[config.mk]
export PLATFORM = sky130hd
export DESIGN_NAME = bcd_gray_word_seq
export DESIGN_NICKNAME = d
export VERILOG_FILES = /design/src/rtl/bcd_gray_word_seq.sv
export SDC_FILE = /design/constraint.sdc
export NUM_CORES = 1
export LEC_CHECK = 0
export ABC_CLOCK_PERIOD_IN_PS = 4600
export CORE_MARGIN = 4
export CORE_UTILIZATION = 35
export DETAILED_ROUTE_END_ITERATION = 12
export GPL_TIMING_DRIVEN = 0
export PLACE_DENSITY = 0.58
export SETUP_SLACK_MARGIN = 0.05
export SYNTH_ARGS = -nofsm -noshare
export SYNTH_HDL_FRONTEND = slang
export SYNTH_SLANG_ARGS = --single-unit
[constraint.sdc]
create_clock -name clk -period 4.6 [get_ports clk]
set_input_delay 0.92 -clock clk [delete_from_list [all_inputs] [get_ports clk]]
set_output_delay 0.92 -clock clk [all_outputs]
set_load 0.1 [all_outputs]
[src/rtl/bcd_gray_word_seq.sv]
// Packed BCD word to packed Gray word, one digit per clock through one shared converter.
// Optional build macro BCD_GRAY_ABORT_ON_INVALID_EN: stop at the first invalid digit and fill the rest with 4'b1111.
module bcd_gray_word_seq #(
  parameter int DIGITS = 4,
  parameter int IDXW   = 3
) (
  input  logic                  clk,
  input  logic                  rst_n,
  input  logic                  in_valid,
  output logic                  in_ready,
  input  logic [4*DIGITS-1:0]   bcd_word,
  output logic                  out_valid,
  input  logic                  out_ready,
  output logic [4*DIGITS-1:0]   gray_word,
  output logic                  err,
  output logic [IDXW-1:0]       err_idx,
  output logic [7:0]            bad_cnt
);

  localparam logic [1:0] ST_IDLE = 2'd0;
  localparam logic [1:0] ST_CONV = 2'd1;
  localparam logic [1:0] ST_DONE = 2'd2;
  localparam logic [IDXW-1:0] LAST_IDX = IDXW'(DIGITS - 1);

  logic [1:0]            state_reg, state_next;
  logic [IDXW-1:0]       idx_reg, idx_next;
  logic [4*DIGITS-1:0]   word_reg, word_next;
  logic [4*DIGITS-1:0]   gray_reg, gray_next;
  logic                  err_reg, err_next;
  logic [IDXW-1:0]       err_idx_reg, err_idx_next;
  logic [7:0]            bad_cnt_reg, bad_cnt_next;

  logic [3:0] cur_digit;
  logic [3:0] cur_gray;
  logic       cur_bad;
  logic       conv_en;
  logic       first_bad;

  // Shared digit converter: 0..9 to reflected Gray, A..F flagged as 4'b1111.
  function automatic logic [3:0] bcd_to_gray(input logic [3:0] d);
    if (d > 4'd9) begin
      return 4'b1111;
    end
    return d ^ {1'b0, d[3:1]};
  endfunction

  assign in_ready  = (state_reg == ST_IDLE);
  assign out_valid = (state_reg == ST_DONE);
  assign conv_en   = (state_reg == ST_CONV);

  always_comb begin
    cur_digit = 4'd0;
    for (int k = 0; k < DIGITS; k++) begin
      if (idx_reg == IDXW'(k)) begin
        cur_digit = word_reg[4*k +: 4];
      end
    end
  end

  assign cur_gray  = bcd_to_gray(cur_digit);
  assign cur_bad   = (cur_digit > 4'd9);
  assign first_bad = conv_en && cur_bad && !err_reg;

  // Each result nibble is written only in the cycle its digit is converted (or filled on abort).
  genvar gi;
  generate
    for (gi = 0; gi < DIGITS; gi++) begin : g_nib
      logic hit;
      logic fill;
      assign hit = conv_en && (idx_reg == IDXW'(gi));
`ifdef BCD_GRAY_ABORT_ON_INVALID_EN
      assign fill = first_bad && (idx_reg < IDXW'(gi));
`else
      assign fill = 1'b0;
`endif
      assign gray_next[4*gi +: 4] = hit  ? cur_gray :
                                    fill ? 4'b1111  :
                                           gray_reg[4*gi +: 4];
    end
  endgenerate

  always_comb begin
    state_next   = state_reg;
    idx_next     = idx_reg;
    word_next    = word_reg;
    err_next     = err_reg;
    err_idx_next = err_idx_reg;
    bad_cnt_next = bad_cnt_reg;
    case (state_reg)
      ST_IDLE: begin
        if (in_valid) begin
          word_next    = bcd_word;
          idx_next     = '0;
          err_next     = 1'b0;
          err_idx_next = '0;
          state_next   = ST_CONV;
        end
      end
      ST_CONV: begin
        if (first_bad) begin
          err_next     = 1'b1;
          err_idx_next = idx_reg;
        end
        if (idx_reg == LAST_IDX) begin
          state_next = ST_DONE;
        end else begin
          idx_next = idx_reg + IDXW'(1);
        end
`ifdef BCD_GRAY_ABORT_ON_INVALID_EN
        if (first_bad) begin
          state_next = ST_DONE;
        end
`endif
      end
      ST_DONE: begin
        if (out_ready) begin
          state_next = ST_IDLE;
          if (err_reg && (bad_cnt_reg != 8'hFF)) begin
            bad_cnt_next = bad_cnt_reg + 8'd1;
          end
        end
      end
      default: state_next = ST_IDLE;
    endcase
  end

  always_ff @(posedge clk or negedge rst_n) begin
    if (!rst_n) begin
      state_reg   <= ST_IDLE;
      idx_reg     <= '0;
      word_reg    <= '0;
      gray_reg    <= '0;
      err_reg     <= 1'b0;
      err_idx_reg <= '0;
      bad_cnt_reg <= 8'd0;
    end else begin
      state_reg   <= state_next;
      idx_reg     <= idx_next;
      word_reg    <= word_next;
      gray_reg    <= gray_next;
      err_reg     <= err_next;
      err_idx_reg <= err_idx_next;
      bad_cnt_reg <= bad_cnt_next;
    end
  end

  assign gray_word = gray_reg;
  assign err       = err_reg;
  assign err_idx   = err_idx_reg;
  assign bad_cnt   = bad_cnt_reg;

endmodule

==> reports/summary.txt <==
Synth warnings: 0
Detail Placement HPWL: 3620 um
Distinct cells, synth: 39
Share of the synthesized area in the top cell type: 54.0%
Cell Area, Synth: 0.00227 mm2
Post-route setup TNS: 0 ns
Chip height: 88.6 um
Initial Utilization: 36.0%
Setup Fix Bufs, Post-CTS: 0
Hold_buf cts: 0
Post-Synthesis Cells: 237
Async S/R FF share, synth: 100%
H-tree level count: 2
Wire per inst: 12.8 um
Final setup violation count: 0
Post-layout util: 47.3%
Tmin final: 3.22 ns
CP Class: reg2out
Syn_nets: 265
Slew @ Worst Pin: 0.986 ns
Area leader, netlist: dfrtp_1
Final wirelength: 4750 um
Status: finished clean
Post-CTS Resized: 0
Max-Slew Margin vs Limit: 34.1%
Row count: 29
Final Cycle Share: 70.0%
First-pass GRT wire length: 7960 um
Via/cell ratio: 4.72
Crit-path max FO: 9
Setup Skew: 0.0112 ns
Pre-antenna DRT Iters: 4
Die W: 88.6 um
Most used flip-flop cell after synthesis: dfrtp_1
Grt ovf: 0
Placer Congestion: 0.741
Post-Synth XOR/XNOR Area: 3.09%
Largest net degree at the start of global routing: 27
Root Buffer Master: clkbuf_8
Clk sinks: 49
Hold crit path type: reg2reg
Critical path startpoint category: flip-flop
Synth Area in Simple Gates: 21.5%
Register area share after synthesis: 54.0%
Diode count: 0
Antenna-violating nets left: 0
Detailed Route Iter0 Violations: 52
Max Clk Rate: 0.310 GHz
Largest cells by area after synthesis: dfrtp_1 (54%), nand2_1 (11%), ha_1 (4.4%)
CTS tree: done
Critical path's largest stage delay: 1.12 ns
Vias in the first global route: 1669
Synth Area in Adders: 4.41%
Post-synth EDFFs: 0
Buf+Inv Stages, Crit Path: 3
MaxCap Viol Count: 0
Data arrival time of the worst path: 2.30 ns
CP required: 3.68 ns
Clk buf depth: 2
Port buffer count: 49
Area delta synth->final: 31.5%
Mux contribution to synthesized area: 1.82%
Mean Syn Cell Area: 9.58 um2
Worst path cell trace: clkbuf_1 -> nand2b_1 -> clkinv_1 -> clkdlybuf4s50_1
Clock-pin slew on the worst setup and hold paths: 0.09 ns
Main combinational cell family by area after synthesis: simple AND/OR/NAND/NOR gates
Critical path capture point type: output pin
# DRC: 0
Ports: 50
Clk_lat worst skew: 0.30 ns
Die footprint: 0.00784 mm2
Layout cell share with drive strength beyond 1: 6.44%
NumNets Final: 322
DR vias: 1757
Core Area: 0.00631 mm2
Initial antenna violation count: 0
Seq cells post-synth: 49
RSZ-0062 raised after global routing: no
CP max stage cell: clkdlybuf4s50_1
GRT Total Usage: 12.9%
Critical path's top delay family: buffers and inverters
Fin. Hold Viols: 0
Pins over their slew limit: 0
Area fraction in compound gates after synthesis: 11.8%
Num CTS Buffers: 5
[cells in the mapped netlist (2+ instances only)]
cell	n
nand2b_1	4
dfrtp_1	49
and3_1	3
o22a_1	3
nand2_1	66
nand4_1	2
buf_2	4
nor3_1	2
a21oi_1	13
o21ai_0	8
ha_1	8
xnor2_1	5
xor2_1	3
and2_1	3
nor2_1	16
nor2b_1	2
clkbuf_1	7
mux2i_1	3
inv_1	7
or3_1	3
nand3_1	5
a22o_1	4
[final cells by class]
type	count	area (um2)
Buffer	11	46.3
Fill cell	611	3330
Inverter	8	30.0
Clock buffer	5	68.8
Multi-Input combinational cell	169	968
Clock inverter	3	43.8
Sequential cell	49	1230
Timing Repair Buffer	50	505
Tap cell	77	96.3
[tightest hold or removal path: cells and delay by family (launching register included)]
family	cells	cell delay [ns]
DFF	1	0.36
and+or+nand+nor	2	0.11
[layout by cell type (no fill, tap or decap), drive strengths merged, types with 4 or more instances in the layout]
master | Yosys | final
nand2 | 66 | 66
dfrtp | 49 | 49
clkdlybuf4s50 | 0 | 48
nor2 | 16 | 16
a21oi | 13 | 13
clkbuf | 7 | 12
o21ai | 9 | 9
ha | 8 | 8
inv | 7 | 8
buf | 4 | 6
nand3 | 5 | 5
xnor2 | 5 | 5
a22o | 4 | 4
nand2b | 4 | 4
[path summary, 6_finish.rpt]
check	startpoint	to	slack [ns]	cells past startpoint
max in group asynchronous	rst_n	word_reg[8]	3.49	2
hold reg to reg	word_reg[11]	word_reg[11]	0.49	2
setup / recovery	state_reg[0]	out_valid	1.38	4
hold / removal	word_reg[11]	word_reg[11]	0.49	2
min in group asynchronous	rst_n	gray_word[2]	0.59	1
setup reg to reg	idx_reg[0]	err_idx[2]	1.65	13
[metal layers]
metal / GRT usage, % / vias to the layer above / routed length, um
met4: 3.71 / 0 / 67
met5: 0 / - / 0
met2: 19.2 / 32 / 2100
met1: 19.2 / 818 / 2390
met3: 2.51 / 5 / 196
li1: - / 902 / -
[through the flow]
step | hold WS (ns) | cells | area (um2) | setup slack, ns
after detailed placement | 0.466 | 364 | 2870 | 1.66
after floorplan | 0.437 | 237 | 2270 | 1.75
final | 0.488 | 372 | 2990 | 1.38
after CTS | 0.489 | 372 | 2990 | 1.37
after global placement | 0.462 | 363 | 2860 | 1.12
after global routing | 0.505 | 372 | 2990 | 1.30
[kinds of logic (layout without fill, tap and decap cells)]
kind of cell,Yosys count,count (layout)
flops,49,49
xor+xnor,8,8
buf+inv,19,77
mux,4,4
simple gates,110,110
fa+ha+maj,8,8
compound gates,39,39
Power is not shown: default switching activity piles up to over one toggle a cycle in this logic, so the estimate is an artifact.
